[src/rtl/telemetry_pkg.sv]
// telemetry_pkg
//   Shared constants and types for the telemetry downlink framer:
//   sync bytes, header/trailer sizes, the framer state encoding and the
//   byte offsets of each sensor field inside the flat payload bus.
//   Byte 0 of the payload is the most significant byte of the bus, and
//   every multi-byte field is big-endian.
package telemetry_pkg;

  localparam logic [7:0] SYNC0 = 8'hA5;
  localparam logic [7:0] SYNC1 = 8'h5A;

  // Header = sync0, sync1, seq, length. Trailer = checksum.
  localparam int HDR_LEN = 4;
  localparam int TRL_LEN = 1;

  typedef enum logic [2:0] {
    IDLE = 3'd0,
    SNAP = 3'd1,
    SEND = 3'd2,
    HOLD = 3'd3,
    WAIT = 3'd4
  } state_t;

  // Field lengths in bytes, in payload order.
  localparam int LEN_PRESSURE     = 3;
  localparam int LEN_ALT_TEMP     = 2;
  localparam int LEN_GYRO_TEMP    = 2;
  localparam int LEN_GYRO_XYZ     = 6;
  localparam int LEN_ACCL_XYZ     = 6;
  localparam int LEN_MAGM_XYZ     = 6;
  localparam int LEN_LAT_DEG      = 1;
  localparam int LEN_LAT_SUBMINS  = 3;
  localparam int LEN_LON_DEG      = 1;
  localparam int LEN_LON_SUBMINS  = 3;
  localparam int LEN_GPS_STATUS   = 1;
  localparam int LEN_GPS_TIME     = 4;
  localparam int LEN_GROUND_SPEED = 4;

  // Byte offsets of each field from payload byte 0. Chained so that a
  // length change in one field moves everything after it.
  localparam int OFF_PRESSURE     = 0;
  localparam int OFF_ALT_TEMP     = OFF_PRESSURE     + LEN_PRESSURE;
  localparam int OFF_GYRO_TEMP    = OFF_ALT_TEMP     + LEN_ALT_TEMP;
  localparam int OFF_GYRO_XYZ     = OFF_GYRO_TEMP    + LEN_GYRO_TEMP;
  localparam int OFF_ACCL_XYZ     = OFF_GYRO_XYZ     + LEN_GYRO_XYZ;
  localparam int OFF_MAGM_XYZ     = OFF_ACCL_XYZ     + LEN_ACCL_XYZ;
  localparam int OFF_LAT_DEG      = OFF_MAGM_XYZ     + LEN_MAGM_XYZ;
  localparam int OFF_LAT_SUBMINS  = OFF_LAT_DEG      + LEN_LAT_DEG;
  localparam int OFF_LON_DEG      = OFF_LAT_SUBMINS  + LEN_LAT_SUBMINS;
  localparam int OFF_LON_SUBMINS  = OFF_LON_DEG      + LEN_LON_DEG;
  localparam int OFF_GPS_STATUS   = OFF_LON_SUBMINS  + LEN_LON_SUBMINS;
  localparam int OFF_GPS_TIME     = OFF_GPS_STATUS   + LEN_GPS_STATUS;
  localparam int OFF_GROUND_SPEED = OFF_GPS_TIME     + LEN_GPS_TIME;

  // Total sensor payload size (42 bytes).
  localparam int SENSOR_PAYLOAD_BYTES = OFF_GROUND_SPEED + LEN_GROUND_SPEED;

endpackage

[src/rtl/telemetry_tick_gen.sv]
// telemetry_tick_gen
//   Free-running period counter. Counts 0..PERIOD-1 and wraps, and
//   raises tick for the single cycle in which the count is PERIOD-1.
// Ports:
//   clk  in  system clock
//   rst  in  asynchronous active-high reset (count returns to 0)
//   tick out one-cycle pulse once every PERIOD clocks
module telemetry_tick_gen #(
  parameter logic [31:0] PERIOD = 32'd5_000_000
) (
  input  logic clk,
  input  logic rst,
  output logic tick
);

  logic [31:0] cnt_q;
  logic [31:0] cnt_d;

  assign tick = (cnt_q == (PERIOD - 32'd1));

  always_comb begin
    cnt_d = tick ? 32'd0 : cnt_q + 32'd1;
  end

  always_ff @(posedge clk or posedge rst) begin
    if (rst) begin
      cnt_q <= 32'd0;
    end else begin
      cnt_q <= cnt_d;
    end
  end

endmodule

[src/rtl/telemetry_framer.sv]
// telemetry_framer
//   Periodic downlink framer. Every PERIOD clocks it snapshots the flat
//   sensor payload and streams
//     A5 5A seq len payload[0..N-1] chk
//   byte by byte into a serial transmitter over a new_data/busy handshake.
//   chk is the modulo-256 sum of seq, len and all payload bytes.
// Ports:
//   clk            in   system clock
//   rst            in   asynchronous active-high reset
//   enable         in   frame starts are permitted while high
//   payload        in   flat sensor bus, byte 0 in the top 8 bits
//   tx_data        out  byte to the transmitter, valid with tx_new_data
//   tx_new_data    out  single-cycle strobe to the transmitter
//   tx_busy        in   transmitter busy
//   busy           out  high from the snapshot until the checksum is accepted
//   seq            out  sequence number carried by the next frame
//   frames_dropped out  saturating count of period ticks that started no frame
module telemetry_framer
  import telemetry_pkg::*;
#(
  parameter logic [31:0] PERIOD        = 32'd5_000_000,
  parameter int          PAYLOAD_BYTES = SENSOR_PAYLOAD_BYTES
) (
  input  logic                         clk,
  input  logic                         rst,
  input  logic                         enable,
  input  logic [8*PAYLOAD_BYTES-1:0]   payload,
  output logic [7:0]                   tx_data,
  output logic                         tx_new_data,
  input  logic                         tx_busy,
  output logic                         busy,
  output logic [7:0]                   seq,
  output logic [7:0]                   frames_dropped
);

  localparam int          PW       = 8 * PAYLOAD_BYTES;
  localparam logic [8:0]  HDR_IDX  = 9'(HDR_LEN);
  localparam logic [8:0]  SEQ_IDX  = 9'd2;
  // Index of the checksum byte, which is also the last byte of the frame.
  localparam logic [8:0]  CHK_IDX  = 9'(HDR_LEN + PAYLOAD_BYTES + TRL_LEN - 1);
  localparam logic [7:0]  LEN_BYTE = 8'(PAYLOAD_BYTES);

  state_t        state_q, state_d;
  logic [8:0]    idx_q, idx_d;
  logic [7:0]    chk_q, chk_d;
  logic [7:0]    seq_q, seq_d;
  logic [7:0]    drop_q, drop_d;
  logic [7:0]    tx_data_q, tx_data_d;
  logic [PW-1:0] snap_q, snap_d;

  logic          tick;
  logic          strobe;
  logic [7:0]    frame_byte;

  telemetry_tick_gen #(
    .PERIOD(PERIOD)
  ) u_tick_gen (
    .clk  (clk),
    .rst  (rst),
    .tick (tick)
  );

  // The strobe is issued in the SEND cycle itself so the first byte leaves
  // two cycles after the tick; gating on tx_busy here guarantees no strobe
  // is ever presented to a busy transmitter.
  assign strobe         = (state_q == SEND) && !tx_busy;
  assign tx_new_data    = strobe;
  assign tx_data        = strobe ? frame_byte : tx_data_q;
  assign busy           = (state_q != IDLE);
  assign seq            = seq_q;
  assign frames_dropped = drop_q;

  // Frame byte select. The snapshot is consumed as a shift register, so
  // the current payload byte is always in its top 8 bits.
  always_comb begin
    frame_byte = chk_q;
    if (idx_q < HDR_IDX) begin
      case (idx_q[1:0])
        2'd0:    frame_byte = SYNC0;
        2'd1:    frame_byte = SYNC1;
        2'd2:    frame_byte = seq_q;
        default: frame_byte = LEN_BYTE;
      endcase
    end else if (idx_q < CHK_IDX) begin
      frame_byte = snap_q[PW-1 -: 8];
    end
  end

  always_comb begin
    state_d   = state_q;
    idx_d     = idx_q;
    chk_d     = chk_q;
    seq_d     = seq_q;
    drop_d    = drop_q;
    tx_data_d = tx_data_q;
    snap_d    = snap_q;

    // A tick that cannot start a frame is counted, whether the framer is
    // busy (including the final WAIT cycle) or disabled.
    if (tick && (state_q != IDLE || !enable) && drop_q != 8'hFF) begin
      drop_d = drop_q + 8'd1;
    end

    case (state_q)
      IDLE: begin
        if (tick && enable) begin
          state_d = SNAP;
        end
      end
      SNAP: begin
        snap_d  = payload;
        idx_d   = 9'd0;
        chk_d   = 8'd0;
        state_d = SEND;
      end
      SEND: begin
        if (!tx_busy) begin
          tx_data_d = frame_byte;
          if (idx_q >= SEQ_IDX && idx_q < CHK_IDX) begin
            chk_d = chk_q + frame_byte;
          end
          if (idx_q >= HDR_IDX && idx_q < CHK_IDX) begin
            snap_d = snap_q << 8;
          end
          state_d = HOLD;
        end
      end
      // The transmitter raises busy one cycle after the strobe, so busy is
      // not trusted until WAIT.
      HOLD: begin
        state_d = WAIT;
      end
      WAIT: begin
        if (!tx_busy) begin
          if (idx_q == CHK_IDX) begin
            seq_d   = seq_q + 8'd1;
            state_d = IDLE;
          end else begin
            idx_d   = idx_q + 9'd1;
            state_d = SEND;
          end
        end
      end
      default: begin
        state_d = IDLE;
      end
    endcase
  end

  always_ff @(posedge clk or posedge rst) begin
    if (rst) begin
      state_q   <= IDLE;
      idx_q     <= 9'd0;
      chk_q     <= 8'd0;
      seq_q     <= 8'd0;
      drop_q    <= 8'd0;
      tx_data_q <= 8'd0;
      snap_q    <= '0;
    end else begin
      state_q   <= state_d;
      idx_q     <= idx_d;
      chk_q     <= chk_d;
      seq_q     <= seq_d;
      drop_q    <= drop_d;
      tx_data_q <= tx_data_d;
      snap_q    <= snap_d;
    end
  end

endmodule
[config.mk]
export PLATFORM = sky130hd
export DESIGN_NAME = telemetry_framer
export DESIGN_NICKNAME = d
export VERILOG_FILES = /design/src/rtl/telemetry_pkg.sv /design/src/rtl/telemetry_tick_gen.sv /design/src/rtl/telemetry_framer.sv
export SDC_FILE = /design/constraint.sdc
export NUM_CORES = 1
export LEC_CHECK = 0
export CAP_MARGIN = 10
export CORE_ASPECT_RATIO = 0.5
export CORE_UTILIZATION = 53
export DETAILED_ROUTE_END_ITERATION = 7
export GPL_ROUTABILITY_DRIVEN = 1
export GPL_TIMING_DRIVEN = 0
export PLACE_DENSITY = 0.81
export SLEW_MARGIN = 0
export SYNTH_ARGS = -nofsm -noshare
export SYNTH_HDL_FRONTEND = slang
export SYNTH_SLANG_ARGS = --single-unit
[constraint.sdc]
create_clock -name clk -period 19.5 [get_ports clk]
set_input_delay 3.9 -clock clk [delete_from_list [all_inputs] [get_ports clk]]
set_output_delay 3.9 -clock clk [all_outputs]
set_load 0.01 [all_outputs]
==> results_dict.tcl, run 1 <==
set metrics [dict create \
    clk_pin_slew_ns 0.06 \
    synthesis.nets 2227 \
    p_sw_mw 1.20 \
    routed_wl_um 52600 \
    fillCellCount 2637 \
    path_max_fanout 10 \
    drv_slew 0 \
    design_area_um2 25000 \
    grt_max_degree 125 \
    endpoint_kind "primary output" \
    rsz0062_at_grt "false" \
    hold_class "register to register" \
    cts_resized 0 \
    yosys.area_share.simple 0.117 \
    worstPathRequired_ns 15.60 \
    dieArea_um2 37400 \
    htree_num_levels 2 \
    syn_to_final_growth_pct 29.0 \
    firstDrtPassIters 5 \
    cts_buffer_depth 3 \
    p_sw_frac 0.358 \
    fin_crit_ns 10.07 \
    outcome "finished, final reports clean" \
    clk_latency_ns 0.54 \
    power_leakage_nw 11.1 \
    synthMuxAreaShare 0.177 \
    period_share 0.517 \
    irDropWorstVdd_mv 0.0708 \
    power_frac_seq 0.405 \
    start_util 0.539 \
    utilization 0.695 \
    fmax_mhz 99.3 \
    yosys.area_share.adder 0.00942 \
    avgSynthCellArea_um2 10.4 \
    postCtsHoldBufs 0 \
    drv_cap 0 \
    gr-usage-all-layers 0.278 \
    yosysWarningCount 0 \
    gp_congestion 0.897 \
    antenna_found_initial 14 \
    hold_viol_final 0 \
    post_synth_xor_area_fraction 0.0235 \
    async_flop_share 1.00 \
    numCtsBuffers 38 \
    vias 15400 \
    final_nets 2635 \
    ys_seq_elements 412 \
    rows 49 \
    drive_above_1_share 0.0520 \
    cts.sinks 412 \
    worst_pin_slew_ns 0.792 \
    die_x_um 273 \
    dp_hpwl_um 38900 \
    design.core.area_um2 36000 \
    synthCells 1873 \
    viasPerCell 5.48 \
    pwr-share-clk 0.223 \
    cp.arrival_ns 6.17 \
    overflow 0 \
    cts_tree "yes" \
    portBuffers 365 \
    final_antenna_net_count 0 \
    synth_top_family_by_area "multiplexers" \
    powerDensity_nw_per_um2 134 \
    finalSetupViolCount 0 \
    hold_slack_ns 0.462 \
    p_total_mw 3.36 \
    p_int_mw 2.16 \
    synth-seq-area-share 0.532 \
    path_class "input port to primary output" \
    final_common_cell "dfrtp_1" \
    grt_pass1_vias 15300 \
    wire_per_inst_um 18.7 \
    grt_pass1_wl_um 80900 \
    dpl_cell_area_um2 23700 \
    synth_compound_area_frac 0.104 \
    slew_headroom 0.472 \
    synth_flop_cell "dfrtp_1" \
    synthesis.area_um2 19400 \
    drc_errors 0 \
    cp-start-kind "input port" \
    post_cts_buffers 0 \
    io_pins 366 \
    final_cell_mix "412 x dfrtp_1, 383 x nand2_1, 365 x clkdlybuf4s50_1" \
    synth_cell_types 55 \
    p_comb_frac 0.372 \
    synth_edf_count 0 \
    clock_skew_ns 0.0240 \
    die_y_um 137 \
    cts_root_buffer "clkbuf_16" \
    drtIter0Drc 1155 \
]
==> final timing paths <==
| check | from | endpoint | slack (ns) | depth (start not counted) |
|---|---|---|---|---|
| worst max-delay path | tx_busy | tx_data[4] | 9.43 | 6 |
| worst min-delay path | u_tick_gen.cnt_q[4] | u_tick_gen.cnt_q[4] | 0.46 | 1 |
| worst min register to register | u_tick_gen.cnt_q[4] | u_tick_gen.cnt_q[4] | 0.46 | 1 |
| min in group asynchronous | rst | snap_q[314] | 3.80 | 2 |
| worst max register to register | idx_q[4] | chk_q[7] | 15.40 | 13 |
| max in group asynchronous | rst | snap_q[103] | 13.68 | 5 |
==> per-layer routing <==
| metal | wire length, um | up-vias | track usage |
|---|---|---|---|
| met5 | 0 | - | 0 |
| met4 | 2130 | 0 | 0.145 |
| met3 | 2120 | 124 | 0.0342 |
| met2 | 26200 | 420 | 0.461 |
| met1 | 22200 | 7547 | 0.364 |
| li1 | - | 7314 | - |
==> through the flow <==
step                TNS [ns]  setup slack [ns]  instances
floorplan                  0              4.14       1873
global placement     -297.32            -0.774       2722
detailed placement         0              9.44       2725
CTS                        0              9.43       2791
global route               0              9.27       2805
finish                     0              9.43       2809
==> Yosys cell counts, types with 2 or more instances <==
cell | number | share of area
and3_1 | 11 | 0.0035
and2_1 | 4 | 0.0013
o21ai_0 | 166 | 0.043
nand2_1 | 383 | 0.074
a211oi_1 | 4 | 0.0015
nor4_1 | 6 | 0.0019
a21oi_1 | 13 | 0.0034
xnor2_1 | 29 | 0.013
buf_1 | 8 | 0.0015
xor2_1 | 23 | 0.010
nand4_1 | 16 | 0.0052
ha_1 | 13 | 0.0084
mux2_2 | 6 | 0.0035
nor3b_1 | 2 | 0.00077
or3_1 | 8 | 0.0026
o21a_1 | 3 | 0.0012
dfrtp_1 | 412 | 0.53
o31ai_1 | 5 | 0.0019
nor3_1 | 13 | 0.0034
inv_1 | 11 | 0.0021
a21o_1 | 2 | 0.00077
buf_6 | 20 | 0.012
clkbuf_1 | 67 | 0.013
and4_1 | 2 | 0.00090
buf_8 | 2 | 0.0015
mux2i_1 | 336 | 0.17
buf_2 | 23 | 0.0059
nor2b_1 | 6 | 0.0019
a2111oi_0 | 4 | 0.0018
nor4b_1 | 5 | 0.0023
nand3_1 | 28 | 0.0072
nand2b_1 | 2 | 0.00065
nor2_1 | 42 | 0.0081
o21ai_1 | 177 | 0.046
==> final cells by class <==
class	instances	area, um^2	area share
clock inverters	10	81.3	0.00325
clock buffers	56	1150	0.0460
multi-input cells	1326	8350	0.334
diodes	18	45.0	0.00180
inverters	12	52.6	0.00210
plain buffers	123	684	0.0274
well taps	484	606	0.0242
flip-flops and latches	412	10300	0.412
repair buffers	368	3740	0.149
==> cell families after synthesis <==
family / Yosys count
compound gates: 384
xor+xnor: 52
fa+ha+maj: 14
buf+inv: 135
flops: 412
mux: 342
simple gates: 534
==> state kept, by name, summed over array words and instances (netlist names) <==
signal and cells:
chk_q 8, frames_dropped 8, tx_data_q 8, snap_q 336, seq 8, u_tick_gen.cnt_q 32
idx_q 9, state_q 3
==> worst max-delay path: stages <==
cell,delay (ns)
clkdlybuf4s50_1,0.59
nand2b_1,0.14
clkbuf_1,0.35
clkinv_1,0.33
mux2_2,0.32
clkdlybuf4s50_1,0.53
==> power by group through the flow <==
stage | Clock, mW | Sequential [mW] | Combinational (mW)
6_report | 0.748 | 1.36 | 1.25
5_1_grt | 0.792 | 1.39 | 1.39
4_1_cts | 0.757 | 1.36 | 1.26
3_5_place_dp | 0 | 1.37 | 1.24
3_3_place_gp | 0 | 1.36 | 1.20
2_1_floorplan | 0 | 1.30 | 0.930
No activity file was read; power rests on OpenSTA's default activity.
==> run 2, diff against run 1 <==
clock period = 10.23 ns   (was 19.5 ns; I/O delays follow)
==> run 2 against run 1 <==
Compared with the run above:
- design area up 0.59%
- register-to-register slack worse by 9.2 ns
- non-clock buffer count up 7
- via count down 0.55%
- critical path type unchanged
==> results_dict.tcl, run 2 (same netlist as run 1, synthesis figures left out) <==
set metrics [dict create \
    fmax_mhz 156 \
    multi_input_area_um2 8350 \
    drc_errors 0 \
    drtIter0Drc 1214 \
    final_nets 2641 \
    die_y_um 137 \
    endpoint_kind "primary output" \
    clk_latency_ns 0.54 \
    design.core.area_um2 36000 \
    gp_congestion 0.884 \
    slew_headroom 0.386 \
    hold_viol_final 0 \
    dpl_cell_area_um2 23900 \
    rows 49 \
    largestRegisters "snap_q: 336 flops, u_tick_gen.cnt_q: 32 flops, idx_q: 9 flops" \
    holdPathEnd "u_tick_gen.cnt_q[4]" \
    final_antenna_net_count 0 \
    wire_per_inst_um 18.7 \
    syn_to_final_growth_pct 29.8 \
    cts_buffer_depth 3 \
    io_pins 366 \
    min_delay_path_depth 1 \
    cts_tree "yes" \
    numCtsBuffers 37 \
    worstPathRequired_ns 8.18 \
    antenna_found_initial 14 \
    cp-start-kind "input port" \
    design_area_um2 25200 \
    final_cell_mix "412 x dfrtp_1, 383 x nand2_1, 365 x clkdlybuf4s50_1" \
    finalSetupViolCount 0 \
    grt_pass1_vias 15500 \
    timing.final.ws_setup_ns 3.84 \
    rsz0062_at_grt "false" \
    path_max_fanout 10 \
    hold_class "register to register" \
    reg2reg_depth 14 \
    timing.rr.start "idx_q[4]" \
    cp.arrival_ns 4.35 \
    clk_pin_slew_ns 0.06 \
    gr-usage-all-layers 0.279 \
    outcome "finished, final reports clean" \
    drv_slew 0 \
    dieArea_um2 37400 \
    min-delay-start "u_tick_gen.cnt_q[4]" \
    power_leakage_nw 11.2 \
    vias 15300 \
    fin_crit_ns 6.39 \
    grt_pass1_wl_um 81700 \
    powerDensity_nw_per_um2 256 \
    drive_above_1_share 0.0553 \
    firstDrtPassIters 5 \
    r2r_end "chk_q[7]" \
    drv_cap 0 \
    htree_num_levels 2 \
    cts_root_buffer "clkbuf_16" \
    fin_setup_tns_ns 0 \
    place_inst 2732 \
    cts.sinks 412 \
    hold_slack_ns 0.469 \
    r2r_setup_slack_ns 6.18 \
    largest_reg_flops 336 \
    regMostFlops "snap_q" \
    clock_skew_ns 0.0172 \
    p_total_mw 6.44 \
    dp_hpwl_um 39500 \
    routed_wl_um 52800 \
    fillCellCount 2651 \
    portBuffers 365 \
    final_common_cell "dfrtp_1" \
    seqCellArea_um2 10300 \
    overflow 0 \
    period_share 0.625 \
    post_cts_buffers 0 \
    cts_resized 0 \
    utilization 0.699 \
    start_util 0.539 \
    grt_max_degree 44 \
    die_x_um 273 \
    worst_pin_slew_ns 0.919 \
    path_class "input port to primary output" \
    preCtsSetupSlack_ns 3.91 \
    viasPerCell 5.44 \
    stdcell_count 2817 \
    postCtsHoldBufs 0 \
    irDropWorstVdd_mv 0.142 \
]
## run 2: changes by cell type in the layout (fill, tap and decap cells not counted), sizes merged
cell / delta
buf: +7
inv: -1
bufinv: +2
clkinv: +2
clkinvlp: +1
clkbuf: -3
## run 2: power by group
group / leakage [nW] / switching, mW / internal (mW) / total (mW)
Combinational: 5.28 / 1.31 / 1.08 / 2.39
Clock: 0.628 / 0.628 / 0.835 / 1.46
Sequential: 5.30 / 0.358 / 2.23 / 2.59
## run 2: how the worst max path moves through the flow
stage / startpoint / end / slack (ns) / cells past startpoint
floorplan: rst / chk_q[0] / 2.63 / 1
detailed placement: tx_busy / tx_data[4] / 3.91 / 6
CTS: tx_busy / tx_data[4] / 3.84 / 6
global route: tx_busy / tx_data[4] / 3.73 / 6
finish: tx_busy / tx_data[4] / 3.84 / 6
global placement: rst / snap_q[123] / -0.13 / 2
## run 2: per-layer routing
metal,global-route usage,vias up,share of wire
met5,0,-,0
met4,0.137,0,0.042
li1,-,7325,-
met2,0.465,362,0.49
met3,0.0350,113,0.034
met1,0.368,7521,0.43
## run 2: area by class of cell
class	instances	share of cell area
multi-input combinational	1326	0.332
antenna	18	0.00179
sequential	412	0.410
tap	484	0.0241
clock buffer	53	0.0441
buffer	123	0.0272
inverter	12	0.00194
timing repair buffer	375	0.153
clock inverter	14	0.00617
## run 2: worst max-delay path, stage by stage
cell,delay (ns)
clkdlybuf4s50_1,0.61
nand2b_1,0.16
clkbuf_1,0.35
clkinv_1,0.31
mux2_2,0.31
clkdlybuf4s50_1,0.55
